==> src/rtl/tick_pkg.sv <==
// Shared constants and types for the tick scheduler: default widths, channel state encoding and
// a channel-index width helper.
package tick_pkg;

  localparam int unsigned DEF_CNT_W = 29;
  localparam int unsigned DEF_N_CH  = 4;

  typedef enum logic {
    ST_IDLE = 1'b0,
    ST_RUN  = 1'b1
  } ch_state_e;

  // A single-channel scheduler still needs a 1-bit channel select port.
  function automatic int unsigned ch_width(input int unsigned n);
    return (n > 1) ? $clog2(n) : 1;
  endfunction

  localparam int unsigned CH_W = ch_width(DEF_N_CH);

endpackage

==> src/rtl/tick_channel.sv <==
// One tick channel: down-counter with staged (shadow) period, active period and run/idle FSM.
// Emits a registered one-cycle pulse each time the counter wraps on a base tick.
module tick_channel
  import tick_pkg::*;
#(
  parameter int unsigned CNT_W = DEF_CNT_W
) (
  input  logic             iClock,
  input  logic             iResetn,
  input  logic             iBaseTick,
  input  logic             iSync,
  input  logic             iWrHit,
  input  logic [CNT_W-1:0] iWrPeriod,
  input  logic             iEn,
  output logic             oTick,
  output logic             oPending
);

  ch_state_e        r_state;
  logic [CNT_W-1:0] r_cnt;
  logic [CNT_W-1:0] r_shadow;
  logic [CNT_W-1:0] r_active;
  logic             r_pending;
  logic             r_tick;
  logic [CNT_W-1:0] w_load_val;

  // A write on the same edge as a load must take effect immediately.
  assign w_load_val = iWrHit ? iWrPeriod : r_shadow;

  always_ff @(posedge iClock or negedge iResetn) begin
    if (!iResetn) begin
      r_state   <= ST_IDLE;
      r_cnt     <= '0;
      r_shadow  <= '0;
      r_active  <= '0;
      r_pending <= 1'b0;
      r_tick    <= 1'b0;
    end else begin
      r_tick <= 1'b0;
      if (iWrHit) begin
        r_shadow  <= iWrPeriod;
        r_pending <= 1'b1;
      end
      case (r_state)
        ST_IDLE: begin
          if (iEn) begin
            r_cnt     <= w_load_val;
            r_active  <= w_load_val;
            r_pending <= 1'b0;
            r_state   <= ST_RUN;
          end
        end
        ST_RUN: begin
          if (!iEn) begin
            r_state <= ST_IDLE;
          end else if (iSync) begin
            r_cnt     <= w_load_val;
            r_active  <= w_load_val;
            r_pending <= 1'b0;
          end else if (iBaseTick) begin
            if (r_cnt == '0) begin
              r_tick <= 1'b1;
              if (r_pending || iWrHit) begin
                r_cnt     <= w_load_val;
                r_active  <= w_load_val;
                r_pending <= 1'b0;
              end else begin
                r_cnt <= r_active;
              end
            end else begin
              r_cnt <= r_cnt - 1'b1;
            end
          end
        end
        default: r_state <= ST_IDLE;
      endcase
    end
  end

  assign oTick    = r_tick;
  assign oPending = r_pending;

endmodule

==> src/rtl/tick_scheduler.sv <==
// Shared time-base controller: one prescaler feeding N_CH independently programmable tick
// channels, with write-address decode for staged period updates.
module tick_scheduler
  import tick_pkg::*;
#(
  parameter int unsigned  N_CH    = DEF_N_CH,
  parameter int unsigned  CNT_W   = DEF_CNT_W,
  parameter int unsigned  PRE_DIV = 1,
  localparam int unsigned W_CH    = ch_width(N_CH)
) (
  input  logic             iClock,
  input  logic             iResetn,
  input  logic             iWrEn,
  input  logic [W_CH-1:0]  iWrCh,
  input  logic [CNT_W-1:0] iWrPeriod,
  input  logic [N_CH-1:0]  iChEn,
  input  logic             iSync,
  output logic [N_CH-1:0]  oTick,
  output logic [N_CH-1:0]  oPending
);

  localparam int unsigned PRE_W = (PRE_DIV > 1) ? $clog2(PRE_DIV) : 1;

  logic [PRE_W-1:0] r_pre;
  logic             w_base_tick;
  logic [N_CH-1:0]  w_wr_hit;

  assign w_base_tick = (r_pre == PRE_W'(PRE_DIV - 1));

  always_ff @(posedge iClock or negedge iResetn) begin
    if (!iResetn) begin
      r_pre <= '0;
    end else if (iSync || w_base_tick) begin
      r_pre <= '0;
    end else begin
      r_pre <= r_pre + 1'b1;
    end
  end

  // Channel indices at or above N_CH match no channel, so such writes are dropped.
  for (genvar g = 0; g < N_CH; g++) begin : g_ch
    assign w_wr_hit[g] = iWrEn && (iWrCh == W_CH'(g));

    tick_channel #(
      .CNT_W (CNT_W)
    ) u_channel (
      .iClock    (iClock),
      .iResetn   (iResetn),
      .iBaseTick (w_base_tick),
      .iSync     (iSync),
      .iWrHit    (w_wr_hit[g]),
      .iWrPeriod (iWrPeriod),
      .iEn       (iChEn[g]),
      .oTick     (oTick[g]),
      .oPending  (oPending[g])
    );
  end

endmodule

==> config.mk <==
export PLATFORM = sky130hd
export DESIGN_NAME = tick_scheduler
export DESIGN_NICKNAME = d
export VERILOG_FILES = /design/src/rtl/tick_pkg.sv /design/src/rtl/tick_channel.sv /design/src/rtl/tick_scheduler.sv
export SDC_FILE = /design/constraint.sdc
export NUM_CORES = 1
export LEC_CHECK = 0
export BUFFER_PORTS_ARGS = -buffer_cell sky130_fd_sc_hd__buf_4
export CAP_MARGIN = 20
export CORE_MARGIN = 2
export CORE_UTILIZATION = 45
export CTS_BUF_LIST = sky130_fd_sc_hd__clkbuf_2 sky130_fd_sc_hd__clkbuf_4 sky130_fd_sc_hd__clkbuf_8
export CTS_CLUSTER_SIZE = 8
export DETAILED_ROUTE_END_ITERATION = 8
export PLACE_DENSITY = 0.72
export SLEW_MARGIN = 5
export SYNTH_ARGS = -nofsm -noshare
export SYNTH_HDL_FRONTEND = slang
export SYNTH_SLANG_ARGS = --single-unit
==> constraint.sdc <==
create_clock -name iClock -period 6.1 [get_ports iClock]
set_clock_uncertainty 0.2 [all_clocks]
set_input_delay 0.305 -clock iClock [delete_from_list [all_inputs] [get_ports iClock]]
set_output_delay 0.305 -clock iClock [all_outputs]
set_load 0.02 [all_outputs]
======== After elaboration in Yosys (flattened, before gate mapping) ========
Index checks and enable logic that the tools add are counted.
storage, ports and cells
  flip-flop bits (word level) ............. 361
operators by class
  bitwise operators ....................... 5
  mux-type cells .......................... 109
  $add $sub $neg .......................... 5
  reductions and logical operators ........ 22
  equal/unequal tests ..................... 19
operator list
  kind                     count
  $mux W29                 44
  $pmux W29 S2             8
  $logic_not A29 Y1        4
  $sub A29 B1 Y29 const B  4
  $mux W1                  53
  $ne A3 B3 Y1 const B     8
  $ne A2 B2 Y1 const B     8
  $reduce_and A4 Y1        4
  $reduce_and A3 Y1        4
  $pmux W1 S2              4
  $logic_or A1 B1 Y1       5
  $not A1 Y1               5
  $eq A2 B2 Y1 const B     2
  $logic_and A1 B1 Y1      4
  $eq A2 B1 Y1 const B     1
  $logic_not A2 Y1         1
  $add A1 B1 Y1 const B    1

======== Depth between registers and ports, before layout ========
  depth after elaboration ................. 9
  mapped depth ............................ 11

======== By module ========
Synthesis repeated with hierarchy kept, for this count alone.
unflattened totals
  cell total of the unflattened synthesis .. 1777
  area total of the unflattened synthesis .. 18770.5 um^2
by module, submodules not included
  module                                 cells each  sequential area each (um^2)  instances  area an instance (um^2)
  tick_channel at g_ch[0].u_channel ...  442         2252.2                       3          4679.5
  tick_channel at g_ch[3].u_channel      444         2252.2                       1          4662.0
  tick_scheduler                         7           25.0                         1          70.1

======== Worst setup path before layout ========
OpenSTA, ideal clock, no wires.
  path type ............................... register to register
  start ................................... register g_ch[2].u_channel.r_cnt[0]
  end ..................................... register g_ch[2].u_channel.r_active[28]
  clock period less this slack ............ 3.097 ns
  data arrival time ....................... 2.772 ns
  slack ................................... 3.003 ns
  path buffers ............................ 1
  stages on the path, launching flop included .. 10
  cell sequence ........................... dfrtp_1 -> inv_1 -> ha_1 -> or4b_2 -> or4_4 -> buf_6 -> o41ai_4 -> nand2_2 -> a21oi_4 -> mux2_4
between the ends
  word-level cells in the longest chain between the ends .. 3
RTL lines
  item                         line                source
  start: declaration           tick_channel.sv:20  logic [CNT_W-1:0] r_cnt;
  start signal: assignment     tick_channel.sv:47  r_cnt <= w_load_val;
  start signal: assignment     tick_channel.sv:57  r_cnt <= w_load_val;
  start signal: assignment     tick_channel.sv:64  r_cnt <= w_load_val;
  $logic_not A29 Y1            tick_channel.sv:61  if (r_cnt == '0) begin
  $ne A3 B3 Y1 (no line)       -
  $reduce_and A4 Y1 (no line)  -
  end signal: assignment       tick_channel.sv:48  r_active <= w_load_val;
  end signal: assignment       tick_channel.sv:58  r_active <= w_load_val;
  end signal: assignment       tick_channel.sv:65  r_active <= w_load_val;
  end: declaration             tick_channel.sv:22  logic [CNT_W-1:0] r_active;
No other way between the ends.
A chain may end at the register's enable or synchronous reset.

======== Worst setup path in the final report ========
  start ................................... register g_ch[2].u_channel.r_cnt[0]
  end ..................................... register g_ch[2].u_channel.r_cnt[2]
between the ends
  word-level cells in the longest chain between the ends .. 6
RTL lines
  item                                                         line                                    source
  $sub A29 B1 Y29 / $logic_not A29 Y1 (equally long branches)  tick_channel.sv:71, tick_channel.sv:61
  $mux W29 (*)                                                 tick_channel.sv:61
  $mux W29 (*)                                                 tick_channel.sv:60                      end else if (iBaseTick) begin
  $mux W29 (*)                                                 tick_channel.sv:56                      end else if (iSync) begin
  $mux W29 (*)                                                 tick_channel.sv:54                      if (!iEn) begin
  $pmux W29 S2 (*)                                             tick_channel.sv:44                      case (r_state)
Mark *: on every way between the ends. The rest lies on a longest branch, timed or not. The select of a mux whose other input is x is not followed.

==> metrics <==
mapped cell area 19700 um2; # rows 76; largest net degree at the start of global routing 186; Crit Path Category reg2reg; CTS resizes 0; clk slew on worst S/H paths 0.07 ns; setup repair bufs after CTS 0; Floorplan Core Area 43170 um2; # nets final 2275; Worst EP required 6.43 ns; die width 213.2 um; Slew HR 27.01%; Setup Viol. Count Final 0; Synth top area share 45.86%; Hold Vio Cnt, Final 0; kind of start point of the critical path register; max-cap viol count 0; cts hold-fix bufs 34; Gate Count Post-Synth 2202; leading cell types in the layout, fill and taps excluded 417 x nand2_1, 360 x dfrtp_1, 184 x o21ai_0; Clock Sinks 361; die height 213.2 um; first-pass GRT wire length 94.85 mm; Pre-Repair DR Iteration Count 5; Slew @ Worst Pin 1.095 ns; clk_lat worst skew 0.67 ns; Seq/Total Area, Yosys 45.86%; H-Tree Depth 2; crit path max fanout 25; vias in the first global route 16.96k; Final period util 64.73%; Leak Pwr 9.438 nW; # fillers 3989; most area-consuming cells after synthesis dfrtp_1 46%, nand2_1 7.9%, mux2i_1 5.7%, o21ai_0 4.8%, mux2_2 4.5%; final wirelength 59.76 mm; Main synth FF type dfrtp_1; Final Power 7.145 mW; syn nets 2245; commonest non-fill, non-tap cell in the layout nand2_1; Overall Global Routing Usage 26.78%; syn_area_per_cell 8.946 um2; crit path DAT 4.27 ns; clock tree buffer depth 3; largest area contributor in the netlist dfrtp_1; root buffer cell clkbuf_8; number of synthesis warnings 0; ys async rst share 100.0%; Area growth, synth to finish 12.55%; status finished clean; Yosys cell types 88; DR DRC count 0; maximum vdd drop 0.1667 mV; Hold Crit Class in2async; layout cells sized above 1 13.62%; DRT iter0 DRCs 1666; I/O pin cnt 47; GR Overflow Total 0; utilization after layout 51.36%; Vias/cell 6.175; Post-synth EDFFs 0; RSZ-0062 raised after global routing no; Yosys reg bits 361; IO Port Bufs 46; die footprint 45460 um2; CTS buffer count 61; final setup margin 2.152 ns; final max-slew violation count 0; PwrDens 322.3 nW/um2; Fmax 253.3 MHz; DP HPWL 37.32 mm; minimum clock period after layout 3.948 ns; CP Capture Type register; initial antenna violation count 3; TritonCTS clock tree done; initial core utilization 45.63%; dpl ws 2.233 ns; routed length per instance 20.87 um; Placer Congestion 0.8911; Vias 17.69k; ANT nets after route 0; Setup TNS Final 0 ns
flip-flops by register name, summed over array words and instances, names as in the netlist:
name and cells:
g_ch.u_channel.r_active 116, g_ch.u_channel.r_cnt 116, g_ch.u_channel.r_shadow 116, g_ch.u_channel.oPending 4, g_ch.u_channel.oTick 4, g_ch.u_channel.r_state 4, r_pre 1
layer usage:
metal / track usage, % / part of all wire [%] / up-vias
li1: - / - / 8055
met1: 37.24 / 43 / 8657
met2: 40.80 / 44 / 821
met3: 5.530 / 8.9 / 153
met4: 11.11 / 3.8 / 0
met5: 0 / 0 / -
stage by stage:
stage	instances	hold slack (ns)	cell area (um2)
after global placement	2717	0.1938	20460
after floorplan	2202	-0.1906	19700
after detailed placement	2718	0.1978	20480
after CTS	2859	0.07884	22140
after global routing	2861	0.1331	22160
final	2864	0.04643	22170
critical path, stage by stage (launching register included):
cell	delay, ns
dfrtp_1	0.40
inv_1	0.09
ha_1	0.23
or4b_2	0.68
nor4_1	0.49
nand3_1	0.83
or2_2	0.58
a41oi_1	0.20
o21ai_0	0.10
power breakdown:
part	internal [mW]	total, mW	switching (mW)
registers	2.87	3.24	0.371
clock network	1.32	2.34	1.02
logic	0.656	1.56	0.902
cells in the mapped netlist, types with 28 or more instances:
cell and n:
clkbuf_1 113, nor3_1 58, mux2i_1 113, nor4_1 35, o21ai_0 187, mux2_2 79
inv_1 28, nor2_1 178, nand2_1 417, nand3_1 36, dfrtp_1 361, o22ai_1 51
a21oi_1 119, a31oi_1 30
final timing paths:
path | from | to | slack (ns) | cells past startpoint
worst max-delay path | g_ch[2].u_channel.r_cnt[0]$_DFFE_PN0P_ | g_ch[2].u_channel.r_cnt[2]$_DFFE_PN0P_ | 2.15 | 8
worst max register to register | g_ch[2].u_channel.r_cnt[0]$_DFFE_PN0P_ | g_ch[2].u_channel.r_cnt[2]$_DFFE_PN0P_ | 2.15 | 8
worst min-delay path | iResetn | g_ch[3].u_channel.oTick$_DFF_PN0_ | 0.05 | 2
min in group iClock | iWrCh[0] | g_ch[0].u_channel.r_shadow[15]$_DFF_PN0_ | 0.14 | 5
worst min register to register | g_ch[0].u_channel.r_active[19]$_DFFE_PN0P_ | g_ch[0].u_channel.r_active[19]$_DFFE_PN0P_ | 0.28 | 2
max in group asynchronous | iResetn | g_ch[1].u_channel.r_shadow[18]$_DFF_PN0_ | 4.17 | 3
final cells by class:
class / instances / area (um2) / share of cell area [%]
multi-input cells: 1663 / 9965 / 44.94
flip-flops and latches: 361 / 9035 / 40.75
clock buffers: 101 / 1252 / 5.649
repair buffers: 117 / 1016 / 4.582
well taps: 585 / 732.0 / 3.301
inverters: 28 / 105.1 / 0.4740
clock inverters: 6 / 58.81 / 0.2652
diodes: 3 / 7.507 / 0.03386
cells by family (layout without fill, tap and decap cells):
kind of cell    Yosys count  in the layout  share of synthesized area [%]
simple gates            845            845                          19.28
fa+ha+maj                 4              4                         0.2541
compound gates          587            587                          18.95
xor+xnor                 30             30                          1.334
mux                     196            196                          10.51
flops                   361            361                          45.86
buf+inv                 178            252                          3.805
other cells               1              4                        0.01904
Note: power is estimated with default switching activity, not from simulation.
